[src/rtl/out_stream_ctrl_pkg.sv]
// rtl/out_stream_ctrl_pkg.sv - shared types and width helpers for the output stream controller
package out_ctrl_pkg;

   typedef enum logic [2:0] {
      SCAN_HI,
      SCAN_LO,
      CHK,
      REQ,
      STROBE,
      LATCH,
      HOLD,
      GAP
   } state_t;

   localparam logic [7:0] TIMEOUT_MAX = 8'hFF;

   function automatic int ch_width(input int num_ch);
      return (num_ch > 1) ? $clog2(num_ch) : 1;
   endfunction

   function automatic int hold_width(input int len);
      return $clog2(len + 1);
   endfunction

endpackage

[src/rtl/out_stream_ctrl_if.sv]
// rtl/out_stream_ctrl_if.sv - FIFO-side and host-side signals of the output stream controller
interface out_stream_ctrl_if
   import out_ctrl_pkg::*;
#(
   parameter int NUM_CH  = 2,
   parameter int DATA_W  = 11,
   parameter int LEVEL_W = 4,
   parameter int CH_W    = ch_width(NUM_CH)
);
   logic [NUM_CH*DATA_W-1:0]  data_in;
   logic [NUM_CH*LEVEL_W-1:0] avaliable_data;
   logic                      irq_ack;
   logic                      fifo_read_clock;
   logic [NUM_CH-1:0]         fifo_read_irq;
   logic [DATA_W-1:0]         data_out;
   logic [CH_W-1:0]           ch_out;
   logic                      IRQ;
   logic [7:0]                timeout_cnt;

   modport master (
      input  data_in, avaliable_data, irq_ack,
      output fifo_read_clock, fifo_read_irq, data_out, ch_out, IRQ, timeout_cnt
   );

   modport slave (
      output data_in, avaliable_data, irq_ack,
      input  fifo_read_clock, fifo_read_irq, data_out, ch_out, IRQ, timeout_cnt
   );
endinterface

[src/rtl/out_stream_ctrl_irq_pulse_timer.sv]
// rtl/out_stream_ctrl_irq_pulse_timer.sv - IRQ high/low timing, acknowledge and timeout counting
module irq_pulse_timer
   import out_ctrl_pkg::*;
#(
   parameter int IRQ_LEN  = 247,
   parameter int MIN_GAP  = 2,
   parameter int ACK_MODE = 0
) (
   input  logic       clock,
   input  logic       reset,
   input  logic       start,
   input  logic       hold_active,
   input  logic       gap_active,
   input  logic       irq_ack,
   output logic       hold_end,
   output logic       gap_end,
   output logic       irq,
   output logic [7:0] timeout_cnt
);
   localparam int HOLD_W = hold_width(IRQ_LEN);
   localparam int GAP_W  = hold_width(MIN_GAP);
   localparam logic [HOLD_W-1:0] LEN_C    = HOLD_W'(IRQ_LEN);
   localparam logic [GAP_W-1:0]  GAP_LAST = GAP_W'(MIN_GAP - 1);

   logic [HOLD_W-1:0] hold_cnt;
   logic [GAP_W-1:0]  gap_cnt;
   logic              expired;
   logic              acked;

   always_comb begin
      expired  = (hold_cnt == LEN_C);
      acked    = (ACK_MODE != 0) && irq_ack;
      hold_end = hold_active && (expired || acked);
      gap_end  = gap_active && (gap_cnt == GAP_LAST);
   end

   // An ack on the very cycle the length expires still counts as acknowledged.
   always_ff @(posedge clock) begin
      if (reset) begin
         irq         <= 1'b0;
         hold_cnt    <= '0;
         gap_cnt     <= '0;
         timeout_cnt <= '0;
      end else if (start) begin
         irq      <= 1'b1;
         hold_cnt <= HOLD_W'(1);
      end else if (hold_active) begin
         if (hold_end) begin
            irq     <= 1'b0;
            gap_cnt <= '0;
            if ((ACK_MODE != 0) && expired && !acked && (timeout_cnt != TIMEOUT_MAX))
               timeout_cnt <= timeout_cnt + 8'd1;
         end else begin
            hold_cnt <= hold_cnt + 1'b1;
         end
      end else if (gap_active) begin
         gap_cnt <= gap_cnt + 1'b1;
      end
   end
endmodule

[src/rtl/out_stream_ctrl.sv]
// rtl/out_stream_ctrl.sv - round-robin multi-FIFO reader that hands words to the host with an IRQ
module out_stream_ctrl
   import out_ctrl_pkg::*;
#(
   parameter int DATA_W   = 11,
   parameter int LEVEL_W  = 4,
   parameter int NUM_CH   = 2,
   parameter int IRQ_LEN  = 247,
   parameter int MIN_GAP  = 2,
   parameter int ACK_MODE = 0
) (
   input logic              clock,
   input logic              reset,
   out_stream_ctrl_if.master bus
);
   localparam int CH_W = ch_width(NUM_CH);
   localparam logic [CH_W-1:0] LAST_CH = CH_W'(NUM_CH - 1);

   state_t            state;
   logic [CH_W-1:0]   ptr;
   logic [CH_W-1:0]   sel;
   logic [LEVEL_W-1:0] cur_level;
   logic [DATA_W-1:0] sel_data;
   logic              start;
   logic              hold_active;
   logic              gap_active;
   logic              hold_end;
   logic              gap_end;

   function automatic logic [CH_W-1:0] next_ch(input logic [CH_W-1:0] c);
      return (c == LAST_CH) ? '0 : c + 1'b1;
   endfunction

   function automatic logic [NUM_CH-1:0] onehot(input logic [CH_W-1:0] c);
      return NUM_CH'(1) << c;
   endfunction

   always_comb begin
      cur_level   = bus.avaliable_data[int'(ptr)*LEVEL_W +: LEVEL_W];
      sel_data    = bus.data_in[int'(sel)*DATA_W +: DATA_W];
      start       = (state == LATCH);
      hold_active = (state == HOLD);
      gap_active  = (state == GAP);
   end

   // Outputs are registered on entry to each state so they are clean for the whole state cycle.
   always_ff @(posedge clock) begin
      if (reset) begin
         state               <= SCAN_HI;
         ptr                 <= '0;
         sel                 <= '0;
         bus.fifo_read_clock <= 1'b0;
         bus.fifo_read_irq   <= '0;
         bus.data_out        <= '0;
         bus.ch_out          <= '0;
      end else begin
         case (state)
            SCAN_HI: begin
               bus.fifo_read_clock <= 1'b0;
               state               <= SCAN_LO;
            end
            SCAN_LO: state <= CHK;
            CHK: begin
               if (cur_level != '0) begin
                  sel               <= ptr;
                  bus.fifo_read_irq <= onehot(ptr);
                  state             <= REQ;
               end else begin
                  ptr                 <= next_ch(ptr);
                  bus.fifo_read_clock <= 1'b1;
                  state               <= SCAN_HI;
               end
            end
            REQ: begin
               bus.fifo_read_clock <= 1'b1;
               state               <= STROBE;
            end
            STROBE: begin
               bus.fifo_read_clock <= 1'b0;
               bus.fifo_read_irq   <= '0;
               state               <= LATCH;
            end
            LATCH: begin
               bus.data_out <= sel_data;
               bus.ch_out   <= sel;
               state        <= HOLD;
            end
            HOLD: if (hold_end) state <= GAP;
            GAP: begin
               if (gap_end) begin
                  ptr                 <= next_ch(sel);
                  bus.fifo_read_clock <= 1'b1;
                  state               <= SCAN_HI;
               end
            end
            default: state <= SCAN_HI;
         endcase
      end
   end

   irq_pulse_timer #(
      .IRQ_LEN  (IRQ_LEN),
      .MIN_GAP  (MIN_GAP),
      .ACK_MODE (ACK_MODE)
   ) u_timer (
      .clock       (clock),
      .reset       (reset),
      .start       (start),
      .hold_active (hold_active),
      .gap_active  (gap_active),
      .irq_ack     (bus.irq_ack),
      .hold_end    (hold_end),
      .gap_end     (gap_end),
      .irq         (bus.IRQ),
      .timeout_cnt (bus.timeout_cnt)
   );
endmodule

[src/flat_wrapper.sv]
// flat-port wrapper written by rule: the top's interface ports become plain ports
module out_stream_ctrl_flat import out_ctrl_pkg::*;
#(
   parameter int DATA_W   = 11,
   parameter int LEVEL_W  = 4,
   parameter int NUM_CH   = 2,
   parameter int IRQ_LEN  = 247,
   parameter int MIN_GAP  = 2,
   parameter int ACK_MODE = 0
)
  (clock, reset, bus_data_in, bus_avaliable_data, bus_irq_ack, bus_fifo_read_clock, bus_fifo_read_irq, bus_data_out, bus_ch_out, bus_IRQ, bus_timeout_cnt);
  out_stream_ctrl_if #(.NUM_CH(NUM_CH), .DATA_W(DATA_W), .LEVEL_W(LEVEL_W)) bus_i ();
  input logic clock;
  input logic reset;
  input wire logic [$bits(bus_i.data_in)-1:0] bus_data_in;
  input wire logic [$bits(bus_i.avaliable_data)-1:0] bus_avaliable_data;
  input wire logic [$bits(bus_i.irq_ack)-1:0] bus_irq_ack;
  output wire logic [$bits(bus_i.fifo_read_clock)-1:0] bus_fifo_read_clock;
  output wire logic [$bits(bus_i.fifo_read_irq)-1:0] bus_fifo_read_irq;
  output wire logic [$bits(bus_i.data_out)-1:0] bus_data_out;
  output wire logic [$bits(bus_i.ch_out)-1:0] bus_ch_out;
  output wire logic [$bits(bus_i.IRQ)-1:0] bus_IRQ;
  output wire logic [$bits(bus_i.timeout_cnt)-1:0] bus_timeout_cnt;
  assign bus_i.data_in = bus_data_in;
  assign bus_i.avaliable_data = bus_avaliable_data;
  assign bus_i.irq_ack = bus_irq_ack;
  assign bus_fifo_read_clock = bus_i.fifo_read_clock;
  assign bus_fifo_read_irq = bus_i.fifo_read_irq;
  assign bus_data_out = bus_i.data_out;
  assign bus_ch_out = bus_i.ch_out;
  assign bus_IRQ = bus_i.IRQ;
  assign bus_timeout_cnt = bus_i.timeout_cnt;
  out_stream_ctrl #(.DATA_W(DATA_W), .LEVEL_W(LEVEL_W), .NUM_CH(NUM_CH), .IRQ_LEN(IRQ_LEN), .MIN_GAP(MIN_GAP), .ACK_MODE(ACK_MODE)) u_core (.clock(clock), .reset(reset), .bus(bus_i));
endmodule
[config.mk]
export PLATFORM = sky130hd
export DESIGN_NAME = out_stream_ctrl_flat
export DESIGN_NICKNAME = d
export VERILOG_FILES = /design/src/rtl/out_stream_ctrl_pkg.sv /design/src/rtl/out_stream_ctrl_if.sv /design/src/rtl/out_stream_ctrl_irq_pulse_timer.sv /design/src/rtl/out_stream_ctrl.sv /design/src/flat_wrapper.sv
export SDC_FILE = /design/constraint.sdc
export NUM_CORES = 1
export LEC_CHECK = 0
export CELL_PAD_IN_SITES_DETAIL_PLACEMENT = 0
export CELL_PAD_IN_SITES_GLOBAL_PLACEMENT = 2
export CORE_AREA = 2 2 74 90
export CTS_CLUSTER_SIZE = 20
export DETAILED_ROUTE_END_ITERATION = 12
export DIE_AREA = 0 0 76 92
export GPL_ROUTABILITY_DRIVEN = 0
export HOLD_SLACK_MARGIN = 0.02
export PLACE_DENSITY = 0.87
export SLEW_MARGIN = 20
export SYNTH_ARGS = -nofsm -noshare
export SYNTH_HDL_FRONTEND = slang
export SYNTH_HIERARCHICAL = 1
export SYNTH_SLANG_ARGS = --single-unit
[constraint.sdc]
create_clock -name clock -period 3.4 [get_ports clock]
set_input_delay 0.68 -clock clock [delete_from_list [all_inputs] [get_ports clock]]
set_output_delay 0.68 -clock clock [all_outputs]
set_load 0.02 [all_outputs]
==> flow_summary.toml, run 1 <==
[status]
status = "completed"

[timing]
fin_crit_ps = 2070
rsz0062_at_grt = "false"
worstMarginPinSlew_ps = 817
clock.fmax_ghz = 0.484
maxSlewViolCount = 0
setup_tns_ps = 0
relSlewSlack = 0.454
hold_viol_final = 0
clock_skew_ps = 5.03
period_share = 0.608
setup_viol = 0

[drt]
wire_per_inst_um = 12.2
wirelength_um = 3840
via_per_inst = 4.72
drc = 0
drtPass1Iterations = 4
vias = 1482
antenna_left = 0
drt_iter0_drc = 35

[global_routing]
grt_max_degree = 18
overflow = 0
grt_usage = 0.113
grt_pass1_wl_um = 6490
grt_pass1_vias = 1387
antenna_found_initial = 0

[floorplan]
die_h_um = 92
num_rows = 32
start_util = 0.275
core-area_sq_um = 6210
dieWidth_um = 76
die_area_sq_um = 6990
ioPinCount = 57

[worst_setup_path]
crit_path_start_kind = "flop"
path_cells = "inv_2 -> nor3_4 -> buf_4 -> nor3b_1 -> o221a_2"
cp_slowest_cell = "nor3_4"
path_max_fanout = 16
worst_setup_path_end_kind = "flop"
max_stage_delay_ps = 590
arrival_ps = 2230
required_ps = 3570
path_class = "reg2reg"

[synth]
synth_most_common_cell = "dfxtp_1"
synth-main-ff-cell = "dfxtp_1"
ys_async_sr_fraction = 0
synth-seq-cells = 31
syn_area_sq_um = 1710
synth_top_area_frac = 0.363
ys_seq_area_frac = 0.363
yosys_warnings = 6
synth_area_per_cell_sq_um = 9.34
synth_top_area_cell = "dfxtp_1"
synthTopCellsByCount = "31 x dfxtp_1, 24 x nor2_1, 13 x mux2i_1"
synth_area_leaders = "dfxtp_1 36%, mux2i_1 7.6%, a211oi_2 5.9%, nor2_1 5.3%, buf_4 4.4%"
syn_inst = 183
synth_edf_count = 0
yosysUniqueCellTypes = 52

[final_layout]
n_antenna_cell = 0
syn2layout_area_growth_pct = 33.0
num-nets-final = 264
drive_gt1_frac = 0.127
fin_cells = 314
fillers = 669
fin_util = 0.366

[clock_tree]
clock_path_buffers = 2
clock-sinks = 31
cts_resized = 0
htreeDepth = 2
clkTransAtPathRegs_ps = 70
root_buffer = "clkbuf_8"
clkLatencyLatePin_ps = 280
cts_setup_buffers = 0
tritoncts = "yes"
cts_hold_buf = 0
cts_buffers = 5

[power]
finalPower_uw = 792
leakage_nw = 0.752
powerDensity_nw_per_um2 = 348
p_sw_frac = 0.253
power_frac_clock = 0.367
netSwitchingPower_uw = 200
p_seq_frac = 0.488
p_int_uw = 592
irDropWorstVdd_v = 0.000204
pwr-share-comb = 0.145

[hold_path]
min_path_type = "reg2reg"

[placement]
placed_cells = 307
io_buffers = 47
dp_hpwl_um = 2800

[job]
drv_cap = 0
[power groups by stage]
stage / Combinational (mW) / Sequential [mW] / Clock, mW
after detailed placement: 0.116 / 0.394 / 0
final: 0.115 / 0.386 / 0.290
after global placement: 0.115 / 0.394 / 0
after CTS: 0.116 / 0.386 / 0.306
after floorplan: 0.0684 / 0.394 / 0
after global routing: 0.126 / 0.388 / 0.319
[final timing paths]
| path | start | end | slack, ps | cells past startpoint |
|---|---|---|---|---|
| max | u_core/state[0] | u_core/u_timer/gap_cnt[0] | 1330 | 5 |
| min | u_core/u_timer/irq | u_core/u_timer/irq | 480 | 2 |
| max reg2reg | u_core/state[0] | u_core/u_timer/gap_cnt[0] | 1330 | 5 |
| min reg2reg | u_core/u_timer/irq | u_core/u_timer/irq | 480 | 2 |
[sequential cells by signal, indices dropped and copies added, names as in the netlist]
name and cells:
u_core/bus.ch_out 1, u_core/bus.fifo_read_clock 1, u_core/u_timer/gap_cnt 2, u_core/state 3, u_core/ptr 1, u_core/bus.fifo_read_irq 2
u_core/u_timer/hold_cnt 8, u_core/bus.data_out 11, u_core/u_timer/irq 1, u_core/sel 1
[stage by stage]
| stage | hold slack [ps] | setup slack (ps) | cell area [sq um] |
|---|---|---|---|
| floorplan | 447 | 1790 | 1740 |
| global placement | 472 | 1270 | 2190 |
| detailed placement | 473 | 1270 | 2190 |
| CTS | 485 | 1340 | 2270 |
| global route | 519 | 1170 | 2270 |
| finish | 481 | 1330 | 2270 |
[layout make-up]
cell class              count  area (sq um)  area share
clock buffers               6          82.6      0.0363
inverters                   7          26.3      0.0116
clock inverters             1          5.00     0.00220
repair buffers             50           493       0.217
well taps                  85           106      0.0468
multi-input cells         134           940       0.413
flip-flops and latches     31           621       0.273
[logic make-up (layout without fill, tap and decap cells)]
family	Yosys count	in the layout	synth area share
flip-flops	31	31	0.363
adder cells (fa/ha/maj)	2	2	0.0146
other	1	8	0.00219
multiplexers	13	13	0.0761
AND/OR/NAND/NOR	61	61	0.209
XOR/XNOR	1	1	0.00513
AO/OA/AOI/OAI	49	49	0.228
buffers and inverters	25	64	0.102
[critical path: cells and delay by family, from the launching register on]
| kind | cells | cell delay (ps) |
|---|---|---|
| DFF | 1 | 540 |
| and+or+nand+nor | 2 | 670 |
| buffers and inverters | 2 | 480 |
| AOI/OAI and AO/OA | 1 | 260 |
[layer usage]
metal	track usage	wire, um
met1	0.129	1670
met2	0.199	1930
met3	0.0394	200
met4	0.0318	40
met5	0	0
[cells in the final DEF (no fill, tap or decap), drive strengths merged, types with 2 or more instances in the layout]
cell	netlist	final
a2111oi	2	2
clkdlybuf4s50	0	47
clkbuf	2	6
dfxtp	31	31
conb	1	8
buf	15	3
nor3b	2	2
nor3	6	6
a211oi	11	11
or3	2	2
nand3b	4	4
nand4	4	4
ha	2	2
nor2	24	24
nand2	9	9
a21oi	11	11
inv	7	7
mux2i	13	13
a31oi	2	2
o21ai	9	9
and2	3	3
No activity file was read; power rests on OpenSTA's default activity.
==> run 2, diff against run 1 <==
Settings changed: CORE_AREA 2 2 74 90 to 2 2 78 94, DIE_AREA 0 0 76 92 to 0 0 80 96, PLACE_DENSITY 0.87 to 0.8.
Clock period 3.4 ns to 2.1 ns, I/O delays scaled along.
==> flow_summary.toml, run 2 (synthesis results as in run 1) <==
[timing]
worstMarginPinSlew_ps = 510
hold_viol_final = 0
fin_crit_ps = 1780
setup_tns_ps = 0
relSlewSlack = 0.659
period_share = 0.847
clock.fmax_ghz = 0.563
layout_setup_ws_ps = 322
maxSlewViolCount = 0
rsz0062_at_grt = "false"
clock_skew_ps = 2.93
setup_viol = 0
hold_ws_ps = 476

[global_routing]
grt_pass1_wl_um = 6310
antenna_found_initial = 0
grt_pass1_vias = 1398
grt_usage = 0.105
grt_max_degree = 17
overflow = 0

[final_layout]
num-nets-final = 269
top_register = "u_core/bus.data_out"
mostFrequentLayoutCells = "47 x clkdlybuf4s50_1, 30 x dfxtp_1, 24 x nor2_1, 13 x mux2i_1, 11 x a21oi_1"
fillers = 734
design_area_sq_um = 2310
fin_cells = 321
drive_gt1_frac = 0.150
final_common_cell = "clkdlybuf4s50_1"
regArea_sq_um = 622
fin_util = 0.342
multi_input_area_sq_um = 940
syn2layout_area_growth_pct = 35.4
reg_top3 = "u_core/bus.data_out x11, u_core/u_timer/hold_cnt x8, u_core/state x3"
largest_reg_flops = 11
n_antenna_cell = 0

[worst_setup_path]
path_max_fanout = 12
arrival_ps = 1990
required_ps = 2310
path_class = "reg2reg"
crit_path_start_kind = "flop"
rr_worst_depth = 6
worst_setup_path_end_kind = "flop"

[placement]
placed_cells = 314
place_ws_ps = 189
place_area_sq_um = 2230
dp_hpwl_um = 3010
io_buffers = 47

[drt]
wire_per_inst_um = 12.4
drt_iter0_drc = 61
via_per_inst = 4.59
wirelength_um = 3980
drc = 0
vias = 1472
antenna_left = 0
drtPass1Iterations = 4

[floorplan]
start_util = 0.252
core-area_sq_um = 6770
num_rows = 33
dieWidth_um = 80
ioPinCount = 57
die_area_sq_um = 7680
die_h_um = 96

[hold_path]
min_path_type = "reg2reg"
hold_depth = 2

[status]
status = "completed"

[clock_tree]
clock-sinks = 31
tritoncts = "yes"
cts_buffers = 5
clkLatencyLatePin_ps = 280
cts_hold_buf = 0
cts_setup_buffers = 0
htreeDepth = 2
clock_path_buffers = 2
clkTransAtPathRegs_ps = 60
root_buffer = "clkbuf_8"

[power]
finalPower_mw = 1.28
leakage_nw = 0.777
irDropWorstVdd_v = 0.000256
powerDensity_nw_per_um2 = 553

[job]
drv_cap = 0
run 2: repair_timing:
| action | in CTS | in global routing |
|---|---|---|
| resized for setup | 0 | 1 |
| endpoints found under the setup margin | 0 | 1 |
| endpoints found under the hold margin | 0 | 0 |
run 2: power breakdown:
part	switching [mW]	leakage (nW)	internal (mW)
clock network	0.204	0.0470	0.256
logic	0.0964	0.479	0.103
registers	0.0157	0.251	0.605
total	0.316	0.777	0.964
run 2: metal layers:
| layer | track usage | wire length, um |
|---|---|---|
| met1 | 0.122 | 1720 |
| met2 | 0.181 | 1980 |
| met3 | 0.0328 | 226 |
| met4 | 0.0381 | 58 |
| met5 | 0 | 0 |
run 2: worst max-delay path, stage by stage (launching register included):
cell,delay [ps]
dfxtp_1,450
nand2_1,150
nor2_1,110
buf_4,200
nand4_4,140
or4_1,520
a21oi_1,140
run 2: cell type report:
type,instances,area share
multi-input combinational,134,0.406
clock buffer,6,0.0357
inverter,7,0.0114
sequential,31,0.269
clock inverter,1,0.00216
tap,87,0.0470
timing repair buffer,55,0.229
run 2: worst paths after layout:
check                                  from                    endpoint  slack [ps]
setup / recovery            u_core/state[2]  u_core/u_timer/hold_cnt[7]         320
hold reg to reg   u_core/u_timer/gap_cnt[1]   u_core/u_timer/gap_cnt[1]         480
setup reg to reg            u_core/state[2]  u_core/u_timer/hold_cnt[7]         320
hold / removal    u_core/u_timer/gap_cnt[1]   u_core/u_timer/gap_cnt[1]         480
==> run 3, diff against run 2 <==
Settings changed: CORE_AREA 2 2 78 94 to 2 2 81 98, DIE_AREA 0 0 80 96 to 0 0 83 100, PLACE_DENSITY 0.8 to 0.78.
Clock period 2.1 ns to 1.55 ns, I/O delays scaled along.
==> flow_summary.toml, run 3 (synthesis results as in run 1) <==
[status]
status = "completed"

[timing]
maxSlewViolCount = 0
setup_viol = 0
fin_crit_ps = 1520
setup_tns_ps = 0
hold_viol_final = 0
clock.fmax_ghz = 0.656
clock_skew_ps = 3.99
period_share = 0.983
rsz0062_at_grt = "true"

[global_routing]
antenna_found_initial = 0
grt_pass1_wl_um = 6930
grt_max_degree = 22
grt_usage = 0.103
grt_pass1_vias = 1534
overflow = 0

[final_layout]
final_common_cell = "clkdlybuf4s50_1"
n_antenna_cell = 0
num-nets-final = 281
drive_gt1_frac = 0.206
largest_reg_flops = 11
fin_cells = 339
syn2layout_area_growth_pct = 42.7
design_area_sq_um = 2440
mostFrequentLayoutCells = "32 x clkdlybuf4s50_1, 30 x dfxtp_1, 23 x nor2_1, 18 x buf_4, 13 x mux2i_1"
reg_top3 = "u_core/bus.data_out x11, u_core/u_timer/hold_cnt x8, u_core/state x3"
fillers = 766
top_register = "u_core/bus.data_out"

[drt]
wl_met1_um = 1780
maxUsedRoutingLayer = "met4"
drtPass1Iterations = 4
drc = 0
vias = 1501
wire_per_inst_um = 11.9
wl_met3_um = 176
met2_length_um = 2040
drt_iter0_drc = 60
antenna_left = 0
wirelength_um = 4030
via_per_inst = 4.43

[worst_setup_path]
required_ps = 1760
max_stage_delay_ps = 510
arrival_ps = 1730
path_class = "reg2reg"
path_max_fanout = 5
worst_setup_path_end_kind = "flop"
cp_slowest_cell = "or4_1"
cp-startpoint = "u_core/state[1]"
path_cells = "nand2_2 -> nor2_2 -> nand4_4 -> or4_1 -> a21oi_1"
ff2ff_setup_slack_ps = 30
crit_path_start_kind = "flop"
reg2reg_from = "u_core/state[1]"

[power]
p_int_mw = 1.28
powerDensity_nw_per_um2 = 711
p_sw_frac = 0.261
leakage_nw = 0.975
finalPower_mw = 1.73
irDropWorstVdd_v = 0.000293
power_frac_clock = 0.351
p_seq_frac = 0.480
pwr-share-comb = 0.168
netSwitchingPower_uw = 452

[clock_tree]
clkTransAtPathRegs_ps = 60
clkLatencyLatePin_ps = 280
cts_hold_buf = 0
clock_path_buffers = 2
cts_buffers = 5
clock-sinks = 31
tritoncts = "yes"
root_buffer = "clkbuf_8"
htreeDepth = 2

[floorplan]
ioPinCount = 57
dieWidth_um = 83
start_util = 0.228
core-area_sq_um = 7490
die_h_um = 100
num_rows = 35
die_area_sq_um = 8300

[placement]
place_area_sq_um = 2330
dp_hpwl_um = 3090
io_buffers = 47
placed_cells = 330

[hold_path]
min_path_type = "reg2reg"
hold_path.startpoint = "u_core/u_timer/gap_cnt[1]"

[job]
drv_cap = 0
## run 3: cell count changes in the layout (fill, tap and decap cells not counted), sizes merged
cell           change
clkdlybuf4s50     -15
clkinvlp           +1
buf               +12
dlymetal6s2s       +5
dlygate4sd2       +10
## run 3: critical path, delay by kind of cell (launching register included)
family             cells  cell delay (ps)
AOI/OAI and AO/OA      1              150
and+or+nand+nor        4              960
DFF                    1              350
## run 3: area by class of cell
type                       count  area, sq um  share of cell area
sequential                    31          622               0.255
timing repair buffer          67          637               0.261
clock inverter                 2         12.5             0.00513
inverter                       7         26.3              0.0108
multi-input combinational    134          953               0.391
clock buffer                   6         72.6              0.0298
tap                           92          115              0.0472
## run 3: stage by stage
| stage | worst slack (ps) | utilization | hold slack (ps) |
|---|---|---|---|
| after floorplan | 3.90 | - | 379 |
| after global placement | -140 | 0.311 | 469 |
| after detailed placement | -152 | 0.311 | 471 |
| after CTS | 0.325 | 0.321 | 481 |
| after global routing | -79.4 | 0.326 | 514 |
| final | 26.0 | 0.326 | 475 |
## run 3: what timing repair did
action	in CTS	in global routing
resized for setup	12	9
endpoints found under the setup margin	12	25
pin swaps	0	1
hold endpoints to repair	0	0
buffers inserted	0	1
## run 3: power by group through the flow
| stage | clock network, mW | registers [mW] | logic (mW) |
|---|---|---|---|
| floorplan | 0 | 0.865 | 0.151 |
| global placement | 0 | 0.850 | 0.297 |
| detailed placement | 0 | 0.850 | 0.298 |
| CTS | 0.643 | 0.833 | 0.293 |
| global route | 0.684 | 0.835 | 0.318 |
| finish | 0.609 | 0.832 | 0.291 |
## run 3: worst paths after layout
| kind | cells after the start | to |
|---|---|---|
| min reg2reg | 2 | u_core/u_timer/gap_cnt[1] |
| max | 5 | u_core/u_timer/hold_cnt[7] |
| min | 2 | u_core/u_timer/gap_cnt[1] |
| max reg2reg | 5 | u_core/u_timer/hold_cnt[7] |
## run 3: layer usage
metal	up-vias	global-route usage
met5	-	0
met3	4	0.0304
li1	780	-
met2	33	0.172
met1	684	0.121
met4	0	0.0467
